**config.mk**
```make
export PLATFORM = sky130hd
export DESIGN_NAME = branch_ctrl
export DESIGN_NICKNAME = d
export VERILOG_FILES = /design/src/rtl/branches_pkg.sv /design/src/rtl/branch_unit.sv /design/src/rtl/branch_ctrl.sv
export SDC_FILE = /design/constraint.sdc
export NUM_CORES = 1
export LEC_CHECK = 0
export CAP_MARGIN = 30
export CORE_AREA = 2 2 166 168
export DETAILED_ROUTE_END_ITERATION = 6
export DIE_AREA = 0 0 168 170
export HOLD_SLACK_MARGIN = 0.12
export PLACE_DENSITY = 0.81
export SLEW_MARGIN = 10
export SYNTH_ARGS = -nofsm -noshare
export SYNTH_HDL_FRONTEND = slang
export SYNTH_HIERARCHICAL = 1
export SYNTH_SLANG_ARGS = --single-unit
```
**constraint.sdc**
```tcl
create_clock -name clk -period 3.4 [get_ports clk]
set_input_delay 0.51 -clock clk [delete_from_list [all_inputs] [get_ports clk]]
set_output_delay 0.51 -clock clk [all_outputs]
set_load 0.02 [all_outputs]
```
**src/rtl/branches_pkg.sv**
```systemverilog
// rtl/branches_pkg.sv - shared types and constants for branch resolution
// Contents: branch_op_e compare encoding, branch_ctrl FSM states, BHT counter
// reset value, statistics counter limit, saturating update helpers.
package branches_pkg;

  typedef enum logic [2:0] {
    BR_EQ  = 3'd0,
    BR_NE  = 3'd1,
    BR_LT  = 3'd2,
    BR_GE  = 3'd3,
    BR_LTU = 3'd4,
    BR_GEU = 3'd5
  } branch_op_e;

  typedef enum logic [1:0] {
    IDLE     = 2'd0,
    EVAL     = 2'd1,
    REDIRECT = 2'd2
  } bc_state_e;

  // Weakly not-taken: one taken branch flips the prediction.
  localparam logic [1:0]  BHT_RESET = 2'b01;
  localparam logic [15:0] CNT_MAX   = 16'hFFFF;

  function automatic logic [15:0] sat_inc16(input logic [15:0] v);
    return (v == CNT_MAX) ? v : v + 16'd1;
  endfunction

  function automatic logic [1:0] bht_next(input logic [1:0] c, input logic taken);
    if (taken) return (c == 2'b11) ? c : c + 2'b01;
    else       return (c == 2'b00) ? c : c - 2'b01;
  endfunction

endpackage

```
**src/rtl/branch_unit.sv**
```systemverilog
// rtl/branch_unit.sv - branch compare and target computation
// Ports: is_branch (qualifies taken), op, pc, src_a, src_b, imm in;
//        taken, target (pc+imm if taken else pc+4, modulo 2^WIDTH) out.
module branch_unit
  import branches_pkg::*;
#(
  parameter int WIDTH = 32
) (
  input  logic             is_branch,
  input  branch_op_e       op,
  input  logic [WIDTH-1:0] pc,
  input  logic [WIDTH-1:0] src_a,
  input  logic [WIDTH-1:0] src_b,
  input  logic [WIDTH-1:0] imm,
  output logic             taken,
  output logic [WIDTH-1:0] target
);

  logic cond;

  always_comb begin
    cond = 1'b0;
    case (op)
      BR_EQ:   cond = (src_a == src_b);
      BR_NE:   cond = (src_a != src_b);
      BR_LT:   cond = ($signed(src_a) <  $signed(src_b));
      BR_GE:   cond = ($signed(src_a) >= $signed(src_b));
      BR_LTU:  cond = (src_a <  src_b);
      BR_GEU:  cond = (src_a >= src_b);
      default: cond = 1'b0;
    endcase
    taken  = is_branch & cond;
    target = taken ? (pc + imm) : (pc + WIDTH'(4));
  end

endmodule

```
**src/rtl/branch_ctrl.sv**
```systemverilog
// rtl/branch_ctrl.sv - branch resolve controller with bimodal BHT
// Ports: clk, rst_n (async active-low); req_* resolve request (valid/ready);
//        lookup_pc/lookup_taken combinational BHT prediction;
//        redirect_valid/ready/pc corrected fetch target; flush, resolve_done
//        pulses; branch_count/mispredict_count saturating statistics.
// CNT_RESET is the statistics counters' reset value (0 in normal use).
module branch_ctrl
  import branches_pkg::*;
#(
  parameter int          WIDTH       = 32,
  parameter int          BHT_ENTRIES = 16,
  parameter logic [15:0] CNT_RESET   = 16'h0000
) (
  input  logic             clk,
  input  logic             rst_n,
  input  logic             req_valid,
  output logic             req_ready,
  input  logic [WIDTH-1:0] req_pc,
  input  logic [WIDTH-1:0] req_src_a,
  input  logic [WIDTH-1:0] req_src_b,
  input  branch_op_e       req_op,
  input  logic [WIDTH-1:0] req_imm,
  input  logic             req_pred_taken,
  input  logic [WIDTH-1:0] lookup_pc,
  output logic             lookup_taken,
  output logic             redirect_valid,
  input  logic             redirect_ready,
  output logic [WIDTH-1:0] redirect_pc,
  output logic             flush,
  output logic             resolve_done,
  output logic [15:0]      branch_count,
  output logic [15:0]      mispredict_count
);

  localparam int IDXW = $clog2(BHT_ENTRIES);

  bc_state_e        state_q, state_d;
  logic [WIDTH-1:0] pc_q, pc_d;
  logic [WIDTH-1:0] src_a_q, src_a_d;
  logic [WIDTH-1:0] src_b_q, src_b_d;
  branch_op_e       op_q, op_d;
  logic [WIDTH-1:0] imm_q, imm_d;
  logic             pred_q, pred_d;
  logic [WIDTH-1:0] redirect_pc_q, redirect_pc_d;
  logic             flush_q, flush_d;
  logic [15:0]      branch_count_q, branch_count_d;
  logic [15:0]      mispredict_count_q, mispredict_count_d;
  logic [1:0]       bht_q [BHT_ENTRIES];
  logic [1:0]       bht_d [BHT_ENTRIES];

  logic             is_branch;
  logic             bu_taken;
  logic [WIDTH-1:0] bu_target;
  logic             mispredict;
  logic [IDXW-1:0]  upd_idx;
  logic [IDXW-1:0]  lookup_idx;
  logic             unused_lookup_bits;

  branch_unit #(.WIDTH(WIDTH)) u_branch_unit (
    .is_branch (is_branch),
    .op        (op_q),
    .pc        (pc_q),
    .src_a     (src_a_q),
    .src_b     (src_b_q),
    .imm       (imm_q),
    .taken     (bu_taken),
    .target    (bu_target)
  );

  assign upd_idx    = pc_q[IDXW+1:2];
  assign lookup_idx = lookup_pc[IDXW+1:2];
  assign unused_lookup_bits = ^{lookup_pc[WIDTH-1:IDXW+2], lookup_pc[1:0]};

  // Reads registered state only, so a lookup colliding with the EVAL update
  // sees the pre-update counter.
  assign lookup_taken = bht_q[lookup_idx][1];

  always_comb begin
    state_d            = state_q;
    pc_d               = pc_q;
    src_a_d            = src_a_q;
    src_b_d            = src_b_q;
    op_d               = op_q;
    imm_d              = imm_q;
    pred_d             = pred_q;
    redirect_pc_d      = redirect_pc_q;
    flush_d            = 1'b0;
    branch_count_d     = branch_count_q;
    mispredict_count_d = mispredict_count_q;
    bht_d              = bht_q;
    is_branch          = 1'b0;
    mispredict         = 1'b0;

    case (state_q)
      IDLE: begin
        if (req_valid) begin
          pc_d    = req_pc;
          src_a_d = req_src_a;
          src_b_d = req_src_b;
          op_d    = req_op;
          imm_d   = req_imm;
          pred_d  = req_pred_taken;
          state_d = EVAL;
        end
      end
      EVAL: begin
        is_branch      = 1'b1;
        mispredict     = bu_taken ^ pred_q;
        branch_count_d = sat_inc16(branch_count_q);
        bht_d[upd_idx] = bht_next(bht_q[upd_idx], bu_taken);
        if (mispredict) begin
          mispredict_count_d = sat_inc16(mispredict_count_q);
          redirect_pc_d      = bu_target;
          // Registered so the flush lands on the first REDIRECT cycle only.
          flush_d            = 1'b1;
          state_d            = REDIRECT;
        end else begin
          state_d = IDLE;
        end
      end
      REDIRECT: begin
        if (redirect_ready) state_d = IDLE;
      end
      default: state_d = IDLE;
    endcase
  end

  always_ff @(posedge clk or negedge rst_n) begin
    if (!rst_n) begin
      state_q            <= IDLE;
      pc_q               <= '0;
      src_a_q            <= '0;
      src_b_q            <= '0;
      op_q               <= BR_EQ;
      imm_q              <= '0;
      pred_q             <= 1'b0;
      redirect_pc_q      <= '0;
      flush_q            <= 1'b0;
      branch_count_q     <= CNT_RESET;
      mispredict_count_q <= CNT_RESET;
      for (int i = 0; i < BHT_ENTRIES; i++) bht_q[i] <= BHT_RESET;
    end else begin
      state_q            <= state_d;
      pc_q               <= pc_d;
      src_a_q            <= src_a_d;
      src_b_q            <= src_b_d;
      op_q               <= op_d;
      imm_q              <= imm_d;
      pred_q             <= pred_d;
      redirect_pc_q      <= redirect_pc_d;
      flush_q            <= flush_d;
      branch_count_q     <= branch_count_d;
      mispredict_count_q <= mispredict_count_d;
      bht_q              <= bht_d;
    end
  end

  assign req_ready        = (state_q == IDLE);
  assign redirect_valid   = (state_q == REDIRECT);
  assign resolve_done     = (state_q == EVAL);
  assign redirect_pc      = redirect_pc_q;
  assign flush            = flush_q;
  assign branch_count     = branch_count_q;
  assign mispredict_count = mispredict_count_q;

endmodule

```
## Word level (Yosys, flattened, before mapping)

Index checks and enable logic that the tools add are counted.

| word-level totals | value |
|---|---|
| output and inout bits | 69 |
| bits in registers | 231 |

| cells by class | value |
|---|---|
| bitwise operators | 6 |
| $lt $le $gt $ge | 7 |
| reduce and logical (&&, ||, !) cells | 9 |
| eq/ne operators | 14 |
| mux-type cells | 22 |
| add/sub/neg operators | 6 |

Operators with widths:

| kind | number |
|---|---|
| $ge A32 B32 Y1 | 2 |
| $lt A32 B32 Y1 | 2 |
| $add A16 B1 Y16 const B | 2 |
| $add A32 B3 Y32 const B | 1 |
| $add A32 B32 Y32 | 1 |
| $bwmux W32 | 1 |
| $eq A16 B16 Y1 const B | 2 |
| $eq A32 B32 Y1 | 1 |
| $mux W32 | 1 |
| $ne A32 B32 Y1 | 1 |
| $mux W2 | 12 |
| $bmux W2 S4 | 2 |
| $ge A5 B5 Y1 const B | 2 |
| $not A4 Y5 | 2 |
| $demux W2 S4 | 1 |
| $reduce_and A2 Y1 | 4 |
| $eq A3 B2 Y1 const B | 2 |
| $eq A3 B3 Y1 const B | 2 |
| $pmux W1 S6 | 1 |
| $pmux W2 S3 | 1 |
| $lt A5 B1 Y1 const B | 1 |
| $eq A2 B2 Y1 const B | 2 |
| $logic_not A2 Y1 | 2 |
| $eq A3 B1 Y1 const B | 1 |
| other kinds (12) | 15 |

## Depth between registers and ports, before layout

| logic depth | value |
|---|---|
| depth in word-level cells | 9 |
| mapped depth | 16 |
| depth with buffers taken out | 14 |

## Cells and area by module

Netlist, hierarchy kept.

Modules (own cells, without submodules):

| module | cells each | area each (um^2) | times used |
|---|---|---|---|
| branch_ctrl | 610 | 9318.9 | 1 |
| branch_unit | 502 | 3385.7 | 1 |

## Worst setup path after synthesis

OpenSTA, ideal clock, no wires.

| timing path | value |
|---|---|
| kind | register to register |
| from | register src_a_q[31] |
| to | register redirect_pc_q[10] (netlist: redirect_pc[10]) |
| clock period less this slack | 3.580 ns |
| setup time | 0.125 ns |
| setup slack | -0.180 ns |
| stages on the path, launching flop included | 15 |
| data arrival time | 3.455 ns |
| cell sequence | dfrtp_1 ha_1 nand4_1 nor3_1 nand2_1 o22a_1 nor4bb_1 a211oi_2 buf_2 buf_2 xnor2_1 nand2b_1 clkinv_1 buf_1 mux2_2 |

| on the way | value |
|---|---|
| longest elaborated chain between the ends | 5 |
| elaborated cells on any way between the ends | 11 |
| classes of those cells | 4 x order compare; 2 x eq/ne; 2 x mux; 2 x bitwise; 1 x reduce/logical |

Ends and longest elaborated chain:

| element | line | text |
|---|---|---|
| from (decl) | branch_ctrl.sv:39 | `logic [WIDTH-1:0] src_a_q, src_a_d;` |
| from (signal assigned) | branch_ctrl.sv:145 | `src_a_q <= src_a_d;` |
| $ge A32 B32 Y1, or another cell as far along | branch_unit.sv:29 | `BR_GEU: cond = (src_a >= src_b);` |
| $pmux W1 S6 * | branch_unit.sv:23 | `case (op)` |
| $and A1 B1 Y1 * | branch_unit.sv:32 | `taken = is_branch & cond;` |
| named net bu_taken | branch_ctrl.sv:52 | `logic bu_taken;` |
| $xor A1 B1 Y1 | branch_ctrl.sv:108 | `mispredict = bu_taken ^ pred_q;` |
| $reduce_and A2 Y1 (no source line) | - |  |
| to (signal assigned) | branch_ctrl.sv:150 | `redirect_pc_q <= redirect_pc_d;` |
| to (decl) | branch_ctrl.sv:44 | `logic [WIDTH-1:0] redirect_pc_q, redirect_pc_d;` |

Mark *: on every way through the listed nets, which the timed path passes. The rest lies on a longest branch.
A chain may end at the register's enable or synchronous reset.

## Final worst setup path

| timing path | value |
|---|---|
| from | register pc_q[0] |
| to | register redirect_pc_q[30] (netlist: redirect_pc[30]) |

| on the way | value |
|---|---|
| longest elaborated chain between the ends | 2 |
| elaborated cells on any way between the ends | 3 |
| classes of those cells | 2 x add/sub; 1 x mux |

Ends and longest elaborated chain:

| element | line | text |
|---|---|---|
| from (decl) | branch_ctrl.sv:38 | `logic [WIDTH-1:0] pc_q, pc_d;` |
| from (signal assigned) | branch_ctrl.sv:144 | `pc_q <= pc_d;` |
| $add A32 B3 Y32 / $add A32 B32 Y32 (equally long branches) | branch_unit.sv:33 | `target = taken ? (pc + imm) : (pc + WIDTH'(4));` |
| $mux W32 * | branch_unit.sv:33 |  |
| named net bu_target[30] | branch_ctrl.sv:53 | `logic [WIDTH-1:0] bu_target;` |

Marked as above.

==> metrics.txt <==
number of I/O pins=237; Cells after Synth=1,112; Top FF cell, synth=dfrtp_1; drt pass-1 iters=4; Worst Skew=0.0179 ns; PD cells=1000 nW/um^2; TritonCTS Buffers=26; Clock Root Buffer=clkbuf_16; slew at the pin closest to its max-slew limit=0.784 ns; FF-to-FF path depth=12; total of max-cap violations=0; ranking of synthesized cells by area=dfrtp_1 (42%), mux2_2 (18%), ha_1 (6.5%); Via-to-Cell Ratio=5.52; WP buf/inv=1; peak supply drop=0.000882 V; Setup Crit Path Kind=register to register; Starting Density=47.7%; average routed wire per standard cell=17.5 um; Final WS setup=0.0920 ns; Max Freq=0.302 GHz; CP arrival=3.78 ns; DP HPWL=20,900 um; CP max stage delay=0.53 ns; DP Area=15,300 um^2; Critical Path, Cell by Cell=ha_2 -> inv_1 -> fa_2 -> nor2b_4 -> o31a_4 -> o31ai_4 -> o21ai_2 -> a31o_4 -> a2111o_1 -> or4b_4 -> a41oi_2 -> mux2_2; grt ovf=0; min-delay worst type=register to register; first-pass GRT wire length=48,700 um; Top delay family on crit path=compound AO/OA/AOI/OAI gates; GRT Total Usage=20.8%; largest area contributor in the netlist=dfrtp_1; Critical-path top delay cell=or4b_4; Design Power=16.4 mW; max-slew violations=0; die area=28,600 um^2; dpl ws=-0.0247 ns; synthesized area=12,700 um^2; area grow syn2layout=28.7%; Ys Warns=6; # port buffers=208; core area=26,700 um^2; latest clock arrival within the worst-skew pair=0.54 ns; H-tree levels=1; width of the die=168 um; final hold violations=0; Remaining DRCs=0; Final Instance Area=16,300 um^2; synthesis-stage register bit count=231; Max-Slew Margin vs Limit=47.7%; largest net degree at the start of global routing=134; Final Core Density=61.3%; Min Clock Period, post-route=3.31 ns; Sink Count=231; Vert. Die Dim=170 um; syn_nets=1,347; GP Congestion=0.854; Syn Area/Cell=11.4 um^2; final worst-path cycle share=97.3%; Min-Delay Path Depth=1; Unique masters post-synth=70; asr flop ratio synth=100%; Clock Path Buffers=3; register area share after synthesis=45.7%; drt initial violations=453; vias in the first global route=9,681; nets=1,580; CP Depth=12; share of post-route cells with drive strength above 1=24.9%; endpoint class of the critical path=register; CP Data Required Time=3.87 ns; TritonCTS clock tree=yes; static leakage=6.90 nW; ANT nets after route=0; number of flops mapped to enable cells by yosys=0; initial antenna violation count=1; most common cell after layout, fill and taps aside=dfrtp_1; row count=60; top cell type's share of synthesized area=42.3%; outcome=complete, no violations; Worst setup SP type=register; final hold slack=0.501 ns; final setup fails=0; most frequent cells in the layout=dfrtp_1 (215), clkdlybuf4s50_1 (207), mux2_2 (199), nand2_1 (73), a21oi_1 (63); routed wire length=29,800 um; Crit Path Max Fanout=5; Filler Cell Count=2,083; Vias=9,408; Worst-path clk slew=0.06 ns
-- repair_timing --
action / CTS / global route
hold endpoints to repair: 81 / 0
hold buffers: 1 / 0
buffers inserted: 0 / 6
gates resized for setup: 2 / 21
pin swaps: 1 / 18
endpoints found under the setup margin: 6 / 47
-- final timing paths --
| kind | start | to | slack [ns] |
|---|---|---|---|
| max reg2reg | pc_q[0]$_DFFE_PN0P_ | redirect_pc[30]$_DFFE_PN0P_ | 0.09 |
| min in group asynchronous | rst_n | imm_q[9]$_DFFE_PN0P_ | 0.57 |
| min reg2reg | branch_count[15]$_DFFE_PN0P_ | branch_count[15]$_DFFE_PN0P_ | 0.50 |
| min | branch_count[15]$_DFFE_PN0P_ | branch_count[15]$_DFFE_PN0P_ | 0.50 |
| max | pc_q[0]$_DFFE_PN0P_ | redirect_pc[30]$_DFFE_PN0P_ | 0.09 |
| max in group asynchronous | rst_n | op_q[2]$_DFFE_PN0P_ | 2.01 |
-- metal layers --
| metal | share of wire, % | GRT usage [%] | vias up | wire length, um |
|---|---|---|---|---|
| met5 | 0 | 0 | - | 0 |
| met4 | 2.4 | 5.63 | 0 | 714 |
| met3 | 6.2 | 4.72 | 48 | 1860 |
| met2 | 47 | 35.4 | 272 | 14000 |
| met1 | 44 | 26.8 | 4604 | 13200 |
| li1 | - | - | 4484 | - |
-- report_power, final --
group | switching (mW) | internal, mW
sequential | 0.867 | 3.90
combinational | 4.51 | 4.40
clock | 1.12 | 1.56
total | 6.50 | 9.87
-- cell type report --
cell class                 count  area, um^2  area share (%)
inverter                      51         191            1.17
tap                          341         427            2.61
sequential                   231        5800            35.5
clock inverter                 5        38.8           0.237
timing repair buffer         241        2400            14.7
multi-input combinational    794        6710            41.1
antenna                        1        2.50          0.0153
clock buffer                  41         777            4.75
-- through the flow --
stage	setup TNS, ns	cells
6_report	0	1705
5_1_grt	-0.0229	1704
4_1_cts	0	1699
3_5_place_dp	-0.0288	1652
3_3_place_gp	0	1652
2_1_floorplan	0	1112
-- flip-flops by register name, summed over array words and instances, names as in the netlist --
register and count:
src_b_q 32, state_q 2, flush 1, bht_q 32
mispredict_count 16, branch_count 16, pc_q 32, src_a_q 32
redirect_pc 32, op_q 3, pred_q 1, imm_q 32
-- cells in the mapped netlist, drive strengths merged, types with 10 or more instances --
cell	count
nand2b	10
dfrtp	215
xnor2	58
a21oi	64
and3	17
o21ai	32
mux4	13
xor2	19
nand2	74
a21o	10
clkbuf	25
buf	11
ha	66
mux2	201
inv	49
nor3	16
dfstp	16
nand4	19
nand3	38
nor2	54
-- kinds of logic (layout without fill, tap and decap cells) --
| logic type | Yosys count | count (layout) | synth area share (%) |
|---|---|---|---|
| mux | 219 | 219 | 20.5 |
| fa+ha+maj | 69 | 69 | 6.83 |
| buf+inv | 87 | 338 | 2.83 |
| other cells | 0 | 1 | 0 |
| simple gates | 263 | 263 | 10.3 |
| flops | 231 | 231 | 45.7 |
| xor+xnor | 77 | 77 | 5.31 |
| compound gates | 166 | 166 | 8.60 |
-- worst register-to-register path: stages, from the launching register on --
cell and delay, ns:
dfrtp_1 0.39, ha_2 0.22, inv_1 0.08, fa_2 0.24, nor2b_4 0.05, o31a_4 0.30, o31ai_4 0.22, o21ai_2 0.13
a31o_4 0.30, a2111o_1 0.41, or4b_4 0.53, a41oi_2 0.19, mux2_2 0.17
Power figures use the tool's default switching activity.
